--- src/rtl/div32_seq.sv ---
// div32_seq: multi-cycle restoring divider for the alu32 datapath.
// It produces one quotient bit per clock using compare/subtract, with a
// start/done handshake. Results stay held until the next accepted start.
//
// Ports:
//   clk       rising-edge clock
//   rst_n     asynchronous active-low reset
//   start     request; accepted only in IDLE
//   A, B      dividend / divisor, latched on an accepted start
//   busy      high while iterating (RUN)
//   done      one-cycle pulse when Q/R/div_zero become valid
//   Q, R      quotient / remainder, registered and held
//   div_zero  set with done when B==0, cleared on the next accepted start
//
// Build option: define DIV32_SIGNED_EN for two's-complement operands.
// Magnitudes are divided, and one extra sign fix-up cycle follows (truncation
// toward zero). Without it, the divider is purely unsigned.
module div32_seq #(
  parameter int WIDTH = 32
) (
  input  logic             clk,
  input  logic             rst_n,
  input  logic             start,
  input  logic [WIDTH-1:0] A,
  input  logic [WIDTH-1:0] B,
  output logic             busy,
  output logic             done,
  output logic [WIDTH-1:0] Q,
  output logic [WIDTH-1:0] R,
  output logic             div_zero
);

  localparam int CW = (WIDTH > 1) ? $clog2(WIDTH) : 1;

  typedef enum logic [2:0] {S_IDLE, S_RUN, S_FIX, S_DONE, S_DZ} state_t;

  state_t           state_q, state_d;
  logic [CW-1:0]    cnt_q, cnt_d;
  logic [WIDTH-1:0] rem_q, rem_d;   // partial remainder
  logic [WIDTH-1:0] quo_q, quo_d;   // dividend bits shift out, quotient bits shift in
  logic [WIDTH-1:0] dvs_q, dvs_d;   // latched divisor
  logic             busy_q, busy_d;
  logic             done_q, done_d;
  logic [WIDTH-1:0] q_q, q_d;
  logic [WIDTH-1:0] r_q, r_d;
  logic             dz_q, dz_d;

`ifdef DIV32_SIGNED_EN
  logic             qneg_q, qneg_d;
  logic             rneg_q, rneg_d;

  function automatic logic [WIDTH-1:0] neg_if(input logic neg, input logic [WIDTH-1:0] v);
    return neg ? -v : v;
  endfunction
`endif

  // One restoring step. The compare is WIDTH+1 bits wide, so the shifted remainder
  // never overflows, even for a full-range divisor.
  logic [WIDTH:0]   shifted, diff;
  logic [WIDTH-1:0] rem_nx, quo_nx;

  always_comb begin
    shifted = {rem_q, quo_q[WIDTH-1]};
    diff    = shifted - {1'b0, dvs_q};
    if (!diff[WIDTH]) begin
      rem_nx = diff[WIDTH-1:0];
      quo_nx = {quo_q[WIDTH-2:0], 1'b1};
    end else begin
      rem_nx = shifted[WIDTH-1:0];
      quo_nx = {quo_q[WIDTH-2:0], 1'b0};
    end
  end

  always_comb begin
    state_d = state_q;
    cnt_d   = cnt_q;
    rem_d   = rem_q;
    quo_d   = quo_q;
    dvs_d   = dvs_q;
    busy_d  = busy_q;
    done_d  = 1'b0;
    q_d     = q_q;
    r_d     = r_q;
    dz_d    = dz_q;
`ifdef DIV32_SIGNED_EN
    qneg_d  = qneg_q;
    rneg_d  = rneg_q;
`endif
    case (state_q)
      S_IDLE: begin
        if (start) begin
          dz_d  = 1'b0;
          cnt_d = '0;
          if (B == '0) begin
            // Stash the raw dividend; it becomes R directly.
            rem_d   = A;
            state_d = S_DZ;
          end else begin
            rem_d   = '0;
`ifdef DIV32_SIGNED_EN
            quo_d   = neg_if(A[WIDTH-1], A);
            dvs_d   = neg_if(B[WIDTH-1], B);
            qneg_d  = A[WIDTH-1] ^ B[WIDTH-1];
            rneg_d  = A[WIDTH-1];
`else
            quo_d   = A;
            dvs_d   = B;
`endif
            busy_d  = 1'b1;
            state_d = S_RUN;
          end
        end
      end
      S_RUN: begin
        rem_d = rem_nx;
        quo_d = quo_nx;
        cnt_d = cnt_q + CW'(1);
        if (cnt_q == CW'(WIDTH - 1)) begin
          busy_d  = 1'b0;
`ifdef DIV32_SIGNED_EN
          state_d = S_FIX;
`else
          q_d     = quo_nx;
          r_d     = rem_nx;
          done_d  = 1'b1;
          state_d = S_DONE;
`endif
        end
      end
      S_FIX: begin
`ifdef DIV32_SIGNED_EN
        // The most-negative / -1 case falls out naturally: the magnitude 2^(WIDTH-1)
        // is already the required bit pattern.
        q_d     = neg_if(qneg_q, quo_q);
        r_d     = neg_if(rneg_q, rem_q);
        done_d  = 1'b1;
        state_d = S_DONE;
`else
        state_d = S_IDLE;
`endif
      end
      S_DONE: begin
        state_d = S_IDLE;
      end
      S_DZ: begin
        q_d     = '1;
        r_d     = rem_q;
        dz_d    = 1'b1;
        done_d  = 1'b1;
        state_d = S_IDLE;
      end
      default: state_d = S_IDLE;
    endcase
  end

  always_ff @(posedge clk or negedge rst_n) begin
    if (!rst_n) begin
      state_q <= S_IDLE;
      cnt_q   <= '0;
      rem_q   <= '0;
      quo_q   <= '0;
      dvs_q   <= '0;
      busy_q  <= 1'b0;
      done_q  <= 1'b0;
      q_q     <= '0;
      r_q     <= '0;
      dz_q    <= 1'b0;
`ifdef DIV32_SIGNED_EN
      qneg_q  <= 1'b0;
      rneg_q  <= 1'b0;
`endif
    end else begin
      state_q <= state_d;
      cnt_q   <= cnt_d;
      rem_q   <= rem_d;
      quo_q   <= quo_d;
      dvs_q   <= dvs_d;
      busy_q  <= busy_d;
      done_q  <= done_d;
      q_q     <= q_d;
      r_q     <= r_d;
      dz_q    <= dz_d;
`ifdef DIV32_SIGNED_EN
      qneg_q  <= qneg_d;
      rneg_q  <= rneg_d;
`endif
    end
  end

  assign busy     = busy_q;
  assign done     = done_q;
  assign Q        = q_q;
  assign R        = r_q;
  assign div_zero = dz_q;

endmodule
--- config.mk ---
export PLATFORM = sky130hd
export DESIGN_NAME = div32_seq
export DESIGN_NICKNAME = d
export VERILOG_FILES = /design/src/rtl/div32_seq.sv
export SDC_FILE = /design/constraint.sdc
export NUM_CORES = 1
export LEC_CHECK = 0
export ABC_AREA = 1
export CAP_MARGIN = 10
export CELL_PAD_IN_SITES_DETAIL_PLACEMENT = 2
export CELL_PAD_IN_SITES_GLOBAL_PLACEMENT = 2
export CORE_ASPECT_RATIO = 1.4
export CORE_MARGIN = 10
export CORE_UTILIZATION = 33
export DETAILED_ROUTE_END_ITERATION = 10
export GPL_TIMING_DRIVEN = 0
export PLACE_DENSITY = 0.91
export SLEW_MARGIN = 10
export SYNTH_ARGS = -nofsm -noshare
export SYNTH_HDL_FRONTEND = slang
export SYNTH_SLANG_ARGS = --single-unit
export TNS_END_PERCENT = 30
--- constraint.sdc ---
create_clock -name clk -period 4.55 [get_ports clk]
set_clock_uncertainty 0.1 [all_clocks]
set_input_delay 0.455 -clock clk [delete_from_list [all_inputs] [get_ports clk]]
set_output_delay 0.455 -clock clk [all_outputs]
set_load 0.03 [all_outputs]
### Word level (Yosys, flattened, before mapping)

Index checks and enable logic that the tools add are counted.

| cells by class | value |
|---|---|
| $add $sub $neg | 2 |
| eq/ne operators | 6 |
| multiplexer cells | 26 |
| bitwise logic cells | 1 |
| reduce and logical (&&, ||, !) cells | 12 |

Operator list:

| kind | count |
|---|---|
| $pmux W32 S2 | 4 |
| $mux W32 | 7 |
| $sub A33 B32 Y33 | 1 |
| $logic_not A32 Y1 | 1 |
| $pmux W5 S2 | 1 |
| $mux W3 | 3 |
| $reduce_and A2 Y1 | 4 |
| $mux W1 | 6 |
| $ne A2 B2 Y1 const B | 3 |
| $pmux W1 S2 | 3 |
| $pmux W3 S2 | 1 |
| $reduce_and A3 Y1 | 2 |
| $reduce_bool A2 Y1 | 3 |
| $add A5 B1 Y5 const B | 1 |
| $eq A5 B5 Y1 const B | 1 |
| $mux W5 | 1 |
| $reduce_and A4 Y1 | 1 |
| $eq A3 B1 Y1 const B | 1 |
| $eq A3 B3 Y1 const B | 1 |
| $logic_not A3 Y1 | 1 |
| $not A1 Y1 | 1 |

| storage, ports and cells | value |
|---|---|
| flip-flop bits (word level) | 171 |
| bits of input ports | 67 |
| output and inout bits | 67 |
| logic and storage cells | 57 |

### Depth between registers and ports, before layout

| logic depth | value |
|---|---|
| word-level depth | 4 |
| depth in mapped cells | 19 |
| depth with buffers taken out | 18 |

### Worst setup path before layout

Ideal clock, no wire load.

| timing path | value |
|---|---|
| kind | register -> register |
| from | register quo_q[31] |
| to | register rem_q[13] |
| setup time | 117 ps |
| arrival time | 2113 ps |
| required time | 4333 ps |
| slack | 2220 ps |
| cell stages (with the launch flop) | 19 |
| buffers on the path | 1 |
| clock period less this slack | 2330 ps |
| cells stage by stage | dfrtp_1 > inv_1 > ha_1 > fa_1 > inv_1 > nand2_1 > nand2_1 > nand3_1 > nand2_1 > nand2_1 > nand2_1 > nand2_1 > nand2_1 > nand2_2 > nand2_4 > buf_4 > nand2_1 > nand3_1 > nand2_1 |

| between the ends | value |
|---|---|
| longest elaborated chain between the ends | 3 |

Ends and longest elaborated chain:

| what | line | source |
|---|---|---|
| start: declaration | 40 | `logic [WIDTH-1:0] quo_q, quo_d;` |
| start signal: assignment | 176 | `quo_q <= quo_d;` |
| $sub A33 B32 Y33 | 64 | `diff = shifted - {1'b0, dvs_q};` |
| $mux W32 | 65 | `if (!diff[WIDTH]) begin` |
| $pmux W32 S2 | 89 | `case (state_q)` |
| end signal: assignment | 175 | `rem_q <= rem_d;` |
| end: declaration | 39 | `logic [WIDTH-1:0] rem_q, rem_d;` |

No other way between the ends.
A chain may end at the register's enable or synchronous reset.

### Final worst setup path

| timing path | value |
|---|---|
| from | input port B[13] |
| to | register dvs_q[30] |

| between the ends | value |
|---|---|
| longest elaborated chain between the ends | 3 |

Ends and longest elaborated chain:

| what | line | source |
|---|---|---|
| start: declaration | 25 | `input logic [WIDTH-1:0] B,` |
| $logic_not A32 Y1 | 94 | `if (B == '0) begin` |
| $not A1 Y1 (no line) | n/a |  |
| $reduce_and A3 Y1 (no line) | n/a |  |
| end signal: assignment | 177 | `dvs_q <= dvs_d;` |
| end: declaration | 41 | `logic [WIDTH-1:0] dvs_q, dvs_d;` |

No other way between the ends.

==> results <==
## path summary, 6_finish.rpt
path | to | slack [ns] | depth (start not counted)
max in group asynchronous | dvs_q[21]$_DFFE_PN0P_ | 2.93 | 3
min | dvs_q[23]$_DFFE_PN0P_ | 0.40 | 2
max reg2reg | R[20]$_DFFE_PN0P_ | 1.20 | 16
min in group asynchronous | Q[6]$_DFFE_PN0P_ | 0.49 | 2
min reg2reg | dvs_q[23]$_DFFE_PN0P_ | 0.40 | 2
max | dvs_q[30]$_DFFE_PN0P_ | 0.66 | 7
## cell usage in the layout (no fill, tap or decap), types with 5 or more instances in the layout
cell type / n
xnor2_1: 13
clkdlybuf4s50_1: 132
nand4_1: 13
nor2_2: 5
dfrtp_1: 171
buf_2: 16
nand3_1: 113
nor2_1: 100
nand2_1: 513
buf_1: 7
a21oi_1: 68
clkbuf_16: 17
o211ai_1: 19
clkbuf_1: 29
ha_1: 34
inv_6: 5
inv_1: 330
o21ai_0: 124
## metal layers
metal  up-vias  part of all wire [%]  track usage (%)
li1       5186                     -                -
met1      5891                    37             28.7
met2       375                    54             50.9
met3       142                   4.3             5.12
met4         0                   5.3             14.6
met5         -                     0                0
## registers in the layout (all words and copies together), names as in the netlist
name	cells
state_q	3
rem_q	32
busy	1
R	32
Q	32
div_zero	1
quo_q	32
done	1
cnt_q	5
dvs_q	32
## worst min-delay path, cell delays in order (launching register included)
cell     delay [ns]
dfrtp_1        0.35
nand2_1        0.05
o21ai_0        0.06
## cell type report
cell class	instances	area (sq um)
timing repair buffer	135	1370
tap	395	494
multi-input combinational	1035	4860
sequential	171	4280
buffer	55	245
fill	3747	18600
clock inverter	14	123
inverter	330	1240
clock buffer	18	439
## stage by stage
step / instance area [sq um] / hold slack [ns] / setup TNS, ns / setup slack [ns] / instances
floorplan: 10600 / 0.0594 / 0 / 2.22 / 1591
global placement: 12500 / 0.365 / -780.95 / -4.60 / 2119
detailed placement: 12500 / 0.378 / 0 / 0.144 / 2120
CTS: 13100 / 0.397 / 0 / 0.517 / 2153
global route: 13100 / 0.445 / 0 / 0.506 / 2153
finish: 13100 / 0.395 / 0 / 0.658 / 2153
## kinds of logic after synthesis
logic type / Yosys count / share of synthesized area (%)
compound gates: 224 / 11.2
xor+xnor: 16 / 1.32
fa+ha+maj: 35 / 4.19
buf+inv: 385 / 14.0
flops: 171 / 40.3
simple gates: 760 / 29.1
==> impl_results.md <==
* Initial antenna violation count at 0
* Initial Utilization at 33.5%
* DR pass1 iterations at 5
* Count of final hold-check violations at 0
* Clk Latency, worst-skew pair at 0.48 ns
* Share of layout cells above drive strength 1 at 3.64%
* FP Rows at 77
* Seq cells post-synth at 171
* Wire per inst at 25.1 um
* Least-Margin Pin Slew at 1.03 ns
* Post-synth EDFFs at 0
* Setup CP Type: primary input to flop
* Worst path max stage delay at 0.82 ns
* Resized cells post-CTS at 0
* Vias in the first global route at 13500
* Largest area contributor in the netlist: dfrtp_1
* Total congestion overflow at 0
* WP buf/inv at 3
* I/O pins at 134
* Syn_nets at 1693
* ANT nets after route at 0
* Fin crit share at 85.5%
* Pin count of the biggest net entering global routing at 92
* Max cap viols at 0
* Top cell type's share of synthesized area at 40.3%
* Nets at 1847
* CP Launch Point: B[13]
* R2R Path Start: quo_q[31]$_DFFE_PN0P_
* Top post-synthesis cells by area: dfrtp_1 (40%), nand2_1 (18%), inv_1 (12%), o21ai_0 (5.8%), nand3_1 (5.3%)
* Die W at 172 um
* RSZ-0062 raised after global routing: no
* Slew margin rel. at 31.4%
* Setup-failing EPs final at 0
* DRC violation count after routing at 0
* Initial DRC count at 601
* Final core utilization at 41.2%
* Critical-path maximum fanout at 10
* DR vias at 11600
* Post-DP HPWL at 37.5 mm
* First-pass GRT wire length at 82.9 mm
* P&R area growth vs syn at 22.9%
* IO Port Bufs at 133
* YS warnings at 0
* WP data required at 4.73 ns
* Die H at 232 um
* Crit-path slowest cell: buf_1
* Count leader, synth: nand2_1
* Hold path startpoint: dvs_q[23]$_DFFE_PN0P_
* Avg Cell Area, Syn at 6.68 sq um
* Status: finished clean
* Post-Syn Area at 10600 sq um
* Worst-path cell chain: clkdlybuf4s50_1, nor4_1, nand3_1, o21ai_1, buf_2, buf_1, a21oi_1
* Worst EP arrival at 4.07 ns
* Wirelength, routed at 54.1 mm
* Synth Flop Type: dfrtp_1
* Final min period at 3.89 ns
* Kind of end point of the critical path: flop
* CORE AREA at 31700 sq um
* TritonCTS clock tree: built
* # H-tree levels at 4
* CTS root buffer: clkbuf_16
* Most instantiated cells after synthesis: nand2_1 (513), inv_1 (330), dfrtp_1 (171)
* Worst-path clk slew at 0.08 ns
* Clk sink count at 171
* Antenna Cells at 0
* TritonCTS Buffers at 17
* Delay-heaviest family, CP: buffers and inverters
* Hold Path Class: flop to flop
* Post-Syn Instances at 1591
* Startpoint types: primary input
* Max Root-Sink Buffers at 2
* Post-synth cell types at 32
* Ys async rst share at 100%
* Global Route Usage Sum at 27.6%
* Setup Fix Bufs, Post-CTS at 0
* Max Fclk at 257 MHz
* Routability cong. at 0.898
* Sequential share of the synthesized area at 40.3%
* Routed vias/inst at 5.39
* Final Slew Violations at 0
* Die area at 39900 sq um
* CTS Hold Bufs at 1
Power of run 1 is left out: the tool's default activity adds up to more than one toggle a clock period on the data nets, which glitch-free logic cannot reach.
